--- src/rtl/spi_buffer_scheduler.sv ---
`default_nettype none
// ============================================================================
//  Module   : spi_buffer_scheduler
//  Brief    : Ping-pong word buffer between an SPI byte stream and a CPU port;
//             the CPU swaps banks between frames via a flip request.
//  Revision : 1.0 - initial release
// ============================================================================
module spi_buffer_scheduler #(
    parameter int DATA_WIDTH     = 32,
    parameter int SPI_DATA_WIDTH = 8,
    parameter int BUF_SIZE       = 6
) (
    input  logic                          clk,
    input  logic                          rst,
    input  logic                          spi_ready,
    input  logic                          spi_cs,
    input  logic [SPI_DATA_WIDTH-1:0]     spi_data_in,
    output logic [SPI_DATA_WIDTH-1:0]     spi_data_out,
    input  logic                          cpu_wr,
    input  logic                          cpu_rd,
    input  logic [$clog2(BUF_SIZE)-1:0]   cpu_addr,
    input  logic [DATA_WIDTH-1:0]         cpu_data_in,
    output logic [DATA_WIDTH-1:0]         cpu_data_out,
    input  logic                          flip,
    output logic                          swapped,
    output logic                          overflow,
    output logic [$clog2(BUF_SIZE+1)-1:0] words_rx
);

    localparam int c_BPW = DATA_WIDTH / SPI_DATA_WIDTH;
    localparam int c_BCW = (c_BPW > 1) ? $clog2(c_BPW) : 1;
    localparam int c_AW  = $clog2(BUF_SIZE + 1);
    localparam int c_IW  = $clog2(BUF_SIZE);
    localparam logic [c_BCW-1:0] c_LAST_BYTE = c_BCW'(c_BPW - 1);
    localparam logic [c_AW-1:0]  c_WORDS     = c_AW'(BUF_SIZE);

    typedef enum logic [1:0] {
        IDLE      = 2'd0,
        FRAME     = 2'd1,
        WAIT_FLIP = 2'd2,
        SWAP      = 2'd3
    } state_t;

    state_t                  r_state;
    state_t                  w_state_next;
    logic                    r_bank_sel;
    logic                    r_flip_pend;
    logic                    r_ready_q;
    logic [c_BCW-1:0]        r_byte_cnt;
    logic [c_AW-1:0]         r_word_addr;
    logic [DATA_WIDTH-1:0]   r_asm;
    logic                    r_wr_pend;
    logic [DATA_WIDTH-1:0]   r_tx;
    logic                    r_overflow;
    logic                    r_swapped;
    logic [DATA_WIDTH-1:0]   r_cpu_rdata;
    logic [DATA_WIDTH-1:0]   r_mem [0:1][0:BUF_SIZE-1];

    logic                    w_byte_evt;
    logic                    w_word_room;
    logic                    w_cpu_addr_ok;
    logic [DATA_WIDTH-1:0]   w_asm_next;
    logic [DATA_WIDTH-1:0]   w_tx_word;

    assign w_byte_evt    = spi_ready & ~r_ready_q;
    assign w_word_room   = (r_word_addr < c_WORDS);
    assign w_cpu_addr_ok = (c_AW'(cpu_addr) < c_WORDS);
    assign w_asm_next    = (r_asm << SPI_DATA_WIDTH) | DATA_WIDTH'(spi_data_in);
    assign w_tx_word     = w_word_room ? r_mem[r_bank_sel][r_word_addr[c_IW-1:0]] : '0;

    assign spi_data_out  = (r_state == FRAME) ? r_tx[DATA_WIDTH-1 -: SPI_DATA_WIDTH] : '0;
    assign cpu_data_out  = r_cpu_rdata;
    assign swapped       = r_swapped;
    assign overflow      = r_overflow;
    assign words_rx      = r_word_addr;

    always_comb begin
        w_state_next = r_state;
        case (r_state)
            IDLE:      if (spi_cs) w_state_next = FRAME;
            FRAME:     if (!spi_cs) w_state_next = WAIT_FLIP;
            WAIT_FLIP: begin
                if (spi_cs)           w_state_next = FRAME;
                else if (r_flip_pend) w_state_next = SWAP;
            end
            SWAP:      w_state_next = IDLE;
            default:   w_state_next = IDLE;
        endcase
    end

    // The SPI side only ever touches bank r_bank_sel, the CPU side only its complement.
    always_ff @(posedge clk) begin
        if (r_wr_pend && w_word_room)
            r_mem[r_bank_sel][r_word_addr[c_IW-1:0]] <= r_asm;
        if (cpu_wr && w_cpu_addr_ok)
            r_mem[~r_bank_sel][cpu_addr] <= cpu_data_in;
    end

    always_ff @(posedge clk) begin
        if (!rst) begin
            r_state     <= IDLE;
            r_bank_sel  <= 1'b0;
            r_flip_pend <= 1'b0;
            r_ready_q   <= 1'b0;
            r_byte_cnt  <= '0;
            r_word_addr <= '0;
            r_asm       <= '0;
            r_wr_pend   <= 1'b0;
            r_tx        <= '0;
            r_overflow  <= 1'b0;
            r_swapped   <= 1'b0;
            r_cpu_rdata <= '0;
        end else begin
            r_state   <= w_state_next;
            r_ready_q <= spi_ready;
            r_swapped <= (r_state == SWAP);

            if (flip)
                r_flip_pend <= 1'b1;
            else if (w_state_next == SWAP && r_state != SWAP)
                r_flip_pend <= 1'b0;

            if (cpu_rd)
                r_cpu_rdata <= w_cpu_addr_ok ? r_mem[~r_bank_sel][cpu_addr] : '0;

            if (r_state == SWAP) begin
                r_bank_sel  <= ~r_bank_sel;
                r_byte_cnt  <= '0;
                r_word_addr <= '0;
                r_overflow  <= 1'b0;
                r_wr_pend   <= 1'b0;
            end else if (r_state == WAIT_FLIP && spi_cs) begin
                r_byte_cnt  <= '0;
                r_word_addr <= '0;
                r_wr_pend   <= 1'b0;
            end else begin
                // Completed word commits one edge after its last byte arrives.
                if (r_wr_pend) begin
                    r_wr_pend <= 1'b0;
                    if (w_word_room)
                        r_word_addr <= r_word_addr + c_AW'(1);
                    else
                        r_overflow <= 1'b1;
                end
                if (r_state == FRAME && w_byte_evt) begin
                    r_asm <= w_asm_next;
                    if (r_byte_cnt == c_LAST_BYTE) begin
                        r_byte_cnt <= '0;
                        r_wr_pend  <= 1'b1;
                    end else begin
                        r_byte_cnt <= r_byte_cnt + c_BCW'(1);
                    end
                end else if (r_state != FRAME) begin
                    r_byte_cnt <= '0;
                end
            end

            // Transmit word is refreshed while idle between words so byte 0 is ready early.
            if (r_state == FRAME && w_byte_evt)
                r_tx <= r_tx << SPI_DATA_WIDTH;
            else if (r_byte_cnt == '0 && !r_wr_pend)
                r_tx <= w_tx_word;
        end
    end

endmodule
`default_nettype wire
--- config.mk ---
export PLATFORM = sky130hd
export DESIGN_NAME = spi_buffer_scheduler
export DESIGN_NICKNAME = d
export VERILOG_FILES = /design/src/rtl/spi_buffer_scheduler.sv
export SDC_FILE = /design/constraint.sdc
export NUM_CORES = 1
export LEC_CHECK = 0
export ABC_AREA = 1
export CAP_MARGIN = 20
export CORE_MARGIN = 2
export CORE_UTILIZATION = 45
export CTS_BUF_LIST = sky130_fd_sc_hd__clkbuf_8 sky130_fd_sc_hd__clkbuf_16
export DETAILED_ROUTE_END_ITERATION = 16
export PLACE_DENSITY = 0.58
export SLEW_MARGIN = 20
export SYNTH_ARGS = -nofsm -noshare
export SYNTH_HDL_FRONTEND = slang
export SYNTH_SLANG_ARGS = --single-unit
export TNS_END_PERCENT = 50
--- constraint.sdc ---
create_clock -name clk -period 12.4 [get_ports clk]
set_clock_uncertainty 0.2 [all_clocks]
set_input_delay 1.24 -clock clk [delete_from_list [all_inputs] [get_ports clk]]
set_output_delay 1.24 -clock clk [all_outputs]
set_load 0.02 [all_outputs]
# After elaboration in Yosys (flattened, before gate mapping)
# Memory sizes are Yosys's and may differ from the RTL's. A register that Yosys moved wholly into a read port is not among the register bits.
# Index checks and enable logic that the tools add are counted.
totals:
  ramBits: 384
  ff_bits: 109
  n_memories: 1
  out_inout_bits: 45
memory_table:
  columns: ["memory", "words", "word_bits", "rd", "rd_ports_with_merged_regs", "wr", "line", "rtl"]
  rows:
  - ["r_mem", 2, 192, 2, 1, 2, "57", "logic [DATA_WIDTH-1:0] r_mem [0:1][0:BUF_SIZE-1];"]
op_classes:
  eq_ne: 7
  bitwise: 11
  muxes: 32
  n_reduce_logical: 21
  n_addsub: 2
  order_cmp: 6
op_table:
  columns: ["cell", "count"]
  rows:
  - ["$mux 192", 2]
  - ["$mux 32", 10]
  - ["$bmux 32 s3", 2]
  - ["$demux 32 s3", 2]
  - ["$or 32x8->32", 1]
  - ["$mux 2", 7]
  - ["$eq 2x2->1 const B", 4]
  - ["$ge 4x4->1 const B", 2]
  - ["$logic_and 1x1->1", 8]
  - ["$lt 4x1->1 const B", 2]
  - ["$mux 8", 1]
  - ["$not 3->4", 2]
  - ["$pmux 2 s4", 1]
  - ["$mux 1", 7]
  - ["$not 1->1", 7]
  - ["$lt 3x3->1 const B", 2]
  - ["$reduce_and 3->1", 2]
  - ["$reduce_bool 2->1", 3]
  - ["$logic_not 2->1", 2]
  - ["$reduce_or 2->1", 2]
  - ["$reduce_or 4->1", 1]
  - ["$add 3x1->3 const B", 1]
  - ["$reduce_or 3->1", 1]
  - ["$add 2x1->2 const B", 1]
  - ["other kinds (6)", 6]

# Logic depth before layout (Yosys ltp)
logic_depth:
  word_depth: 7
  depth_mapped: 11
  depth_no_buf: 8

# Least setup slack after synthesis
# OpenSTA, ideal clock, no wires.
synth_path:
  kind: "register to register"
  start: "reg r_word_addr[0] (netlist: words_rx[0])"
  end: "mem r_mem[0][100] (netlist bit) (enable)"
  arrival_ns: 3.463
  slack_ns: 8.272
  n_path_buf: 2
  setup_time_ns: 0.466
  stages_incl_launch_ff: 6
  required_time_ns: 11.734
  period_less_slack_ns: 4.128
  path_cell_list: "dfxtp_1 > buf_2 > buf_1 > nor3_1 > nand2_1 > o21ai_0"
synth_rtl:
  columns: ["item", "line", "rtl"]
  rows:
  - ["start, declared", "50", "logic [c_AW-1:0] r_word_addr;"]
  - ["start signal, assigned", "141", "r_word_addr <= r_word_addr + c_AW'(1);"]
  - ["end, declared", "57", null]

==> summary.txt <==
Die
  – Initial core utilization: 0.455
  – Die W: 256 um
  – Die footprint: roughly 66000 um^2
  – Die Y: 256 um
  – # rows: 92
  – IO Pins: 95
  – Core area: 63000 um^2

Clock network
  – Clock sink count: 494
  – Resized Gates After CTS: 0
  – CTS Buf Count: 56
  – Post-CTS Setup Bufs: 0
  – Clock Latency Late Sink: a little over 0.6 ns
  – Root buf cell: clkbuf_16
  – Clk buf depth: 3
  – CTS Hold Bufs: 0
  – Clock slew at reported path FFs: 0.06 ns
  – Max H-tree Level: 2
  – TritonCTS clock tree: built

Power
  – Clock network power share: 0.442
  – Net Sw Frac: 0.246
  – Pleak: 13.6 nW
  – Seq pwr share: 0.489
  – Comb pwr share: 0.069
  – PD cells: 117 nW/um^2
  – Switch Pwr: 910 uW
  – Worst-case vdd ir drop: 101 uV
  – Int Pwr: 2.78 mW

Yosys
  – Yosys warning count: 0
  – Register bit total from synthesis: 494
  – Synth unique cells: 24
  – Ys async rst share: 0
  – Mean area per synthesized cell: between 7 and 8 um^2
  – Post-Synthesis Cell Area: 28700 um^2
  – Synth Flop Type: edfxtp_1
  – Syn_nets: 4107
  – Sequential-to-total area share from yosys stat: 0.479
  – Post-synth EDFFs: between 300 and 400
  – Synth Instances: 4054

Timing
  – Fin. Hold Viols: 0
  – Min Tclk post-route: 5.21 ns
  – RSZ-0062 raised after global routing: false
  – Slew @ Worst Pin: around 1.2 ns
  – Slew HR: 0.168
  – Hold WS: 0.262 ns
  – Fmax: 192 MHz
  – Setup_tns: 0 ns
  – Max-slew violations: 0
  – # setup viols final: 0
  – Tcrit/Tclk final: 0.420

Cells and area
  – Final Cell Area: roughly 32000 um^2
  – Filler Cell Count: approximately 6300
  – Multi-input gate area: 11800 um^2
  – Reg area: 13700 um^2
  – Fin nets: around 4000
  – Synthesis-to-finish area growth: 10.4%
  – ANT cells: 0
  – Share of cells above drive strength 1: 0.0446

Status
  – Status: finished clean

Global route
  – Initial antenna violation count: 0
  – First-pass GRT wire length: between 100000 and 150000 um
  – Gr usage total: 0.298
  – Largest net degree at the start of global routing: just under 100
  – Overflow after GRT: 0
  – Number of global-route vias before repair: 23600

Drt
  – Residual DRC: 0
  – Via density: 5.38
  – Drt wl/cell: between 20 and 25 um
  – Post-detailed-route count of antenna-violating nets: 0
  – Iter 0 DRT Violations: 2725
  – DRT Pass-1 Iters: 6
  – Post-Route WL: 99600 um
  – Vias: 25900

Place
  – DP HPWL: 56800 um
  – Buffers on Ports: 94
  – Area post-placement: 29800 um^2
  – Final Wtd Congestion: just over 0.8

Critical path
  – Crit Path Class: flop to flop
  – Data required, critical path: 12.47 ns
  – Crit path buf inv count: 4
  – CP max stage cell: buf_4
  – CP peak stage delay: 0.84 ns
  – Crit path arrival time: roughly 5.3 ns
  – CP Capture Type: flop
  – Cells along the critical path: inv_6 > buf_4 > buf_4 > nand3_4 > o21ai_4 > buf_4
  – Crit start category: flop
  – CP most frequent cell: buf_4
  – Cell family contributing the most delay on the critical path: buffers and inverters
  – Crit-path max FO: 96

Min path
  – Hold crit path type: flop to flop

Run
  – Max-cap violations: 0
## area by class of cell
type	instances	area share
multi-input combinational	2715	0.373
timing repair buffer	139	0.0414
inverter	520	0.0622
clock buffer	65	0.0496
tap	846	0.0335
clock inverter	38	0.00641
sequential	494	0.434
## tightest hold or removal path: cells and delay by family (launching register included)
kind	cells	cell delay [ns]
and+or+nand+nor	1	0.06
DFF	1	0.30
AOI/OAI and AO/OA	1	0.05
## registers in the layout (all words and copies together), names as in the netlist, named ones only
register / count
cpu_data_out: 32
overflow: 1
r_asm: 32
r_bank_sel: 1
r_byte_cnt: 2
r_flip_pend: 1
r_mem: 384
r_ready_q: 1
r_state: 2
r_tx: 32
r_wr_pend: 1
swapped: 1
words_rx: 3
## Yosys cell counts (4+ instances only)
master       n  area (um^2)
dfxtp_1    110         2200
nor2_1      23         86.3
clkbuf_1   138          518
o21ai_1     13         65.1
clkbuf_2     4         20.0
a21oi_1     68          340
nand2_1   1682         6310
buf_1       52          195
o21ai_0    413         2070
edfxtp_1   384        11500
o22ai_1     32          200
buf_2      120          601
nand3_1    469         2350
inv_1      516         1940
buf_4       11         82.6
inv_2        4         15.0
## power groups by stage
stage                     Clock (mW)  Combinational, mW  Sequential [mW]
after floorplan                    0              0.147             1.84
after global placement             0              0.251             1.84
after CTS                       1.66              0.253             1.81
final                           1.63              0.255             1.81
after detailed placement           0              0.253             1.84
after global routing            1.71              0.278             1.81
## metal layers
layer | up-vias | part of all wire | GRT usage
met3 | 167 | 0.090 | 0.0404
met2 | 1142 | 0.45 | 0.472
li1 | 12600 | - | -
met4 | 0 | 0.027 | 0.0903
met5 | - | 0 | 0
met1 | 12000 | 0.43 | 0.424
## cell usage in the layout (no fill, tap or decap), types with 6 or more instances in the layout
master | Yosys | layout
a21oi_1 | 68 | 68
buf_4 | 11 | 44
clkbuf_16 | 0 | 60
clkdlybuf4s50_1 | 0 | 92
clkinv_1 | 0 | 6
clkinv_2 | 0 | 13
dfxtp_1 | 110 | 107
edfxtp_1 | 384 | 384
inv_1 | 516 | 524
inv_4 | 0 | 7
nand2_1 | 1682 | 1674
nand2_2 | 2 | 9
nand3_1 | 469 | 465
nor2_1 | 23 | 21
o21ai_0 | 413 | 401
o21ai_1 | 13 | 13
o21ai_4 | 0 | 12
o22ai_1 | 32 | 32
## per-stage QoR
stage          instances  power (mW)   util  worst slack (ns)
2_1_floorplan       4054        1.99      -              8.27
3_3_place_gp        4712        2.09  0.473              7.29
3_5_place_dp        4713        2.09  0.474              7.30
4_1_cts             4816        3.72  0.502              7.27
5_1_grt             4817        3.80  0.503              7.06
6_report            4817        3.70  0.503              7.19
## kinds of logic (layout without fill, tap and decap cells)
| family | after synthesis | after routing | synth area share |
|---|---|---|---|
| AND/OR/NAND/NOR | 2184 | 2184 | 0.308 |
| flip-flops | 494 | 494 | 0.479 |
| buffers and inverters | 845 | 762 | 0.118 |
| adder cells (fa/ha/maj) | 3 | 3 | 0.00131 |
| AO/OA/AOI/OAI | 528 | 528 | 0.0938 |
## worst paths after layout
| check | start | endpoint | slack, ns | cells after the start |
|---|---|---|---|---|
| worst max register to register | r_bank_sel$_SDFFE_PN0P_ | r_mem[1][139]$_DFFE_PP_ | 7.19 | 6 |
| worst max-delay path | r_bank_sel$_SDFFE_PN0P_ | r_mem[1][139]$_DFFE_PP_ | 7.19 | 6 |
| worst min-delay path | cpu_data_out[25]$_SDFFE_PN0P_ | cpu_data_out[25]$_SDFFE_PN0P_ | 0.26 | 2 |
| worst min register to register | cpu_data_out[25]$_SDFFE_PN0P_ | cpu_data_out[25]$_SDFFE_PN0P_ | 0.26 | 2 |
Power figures use the tool's default switching activity.
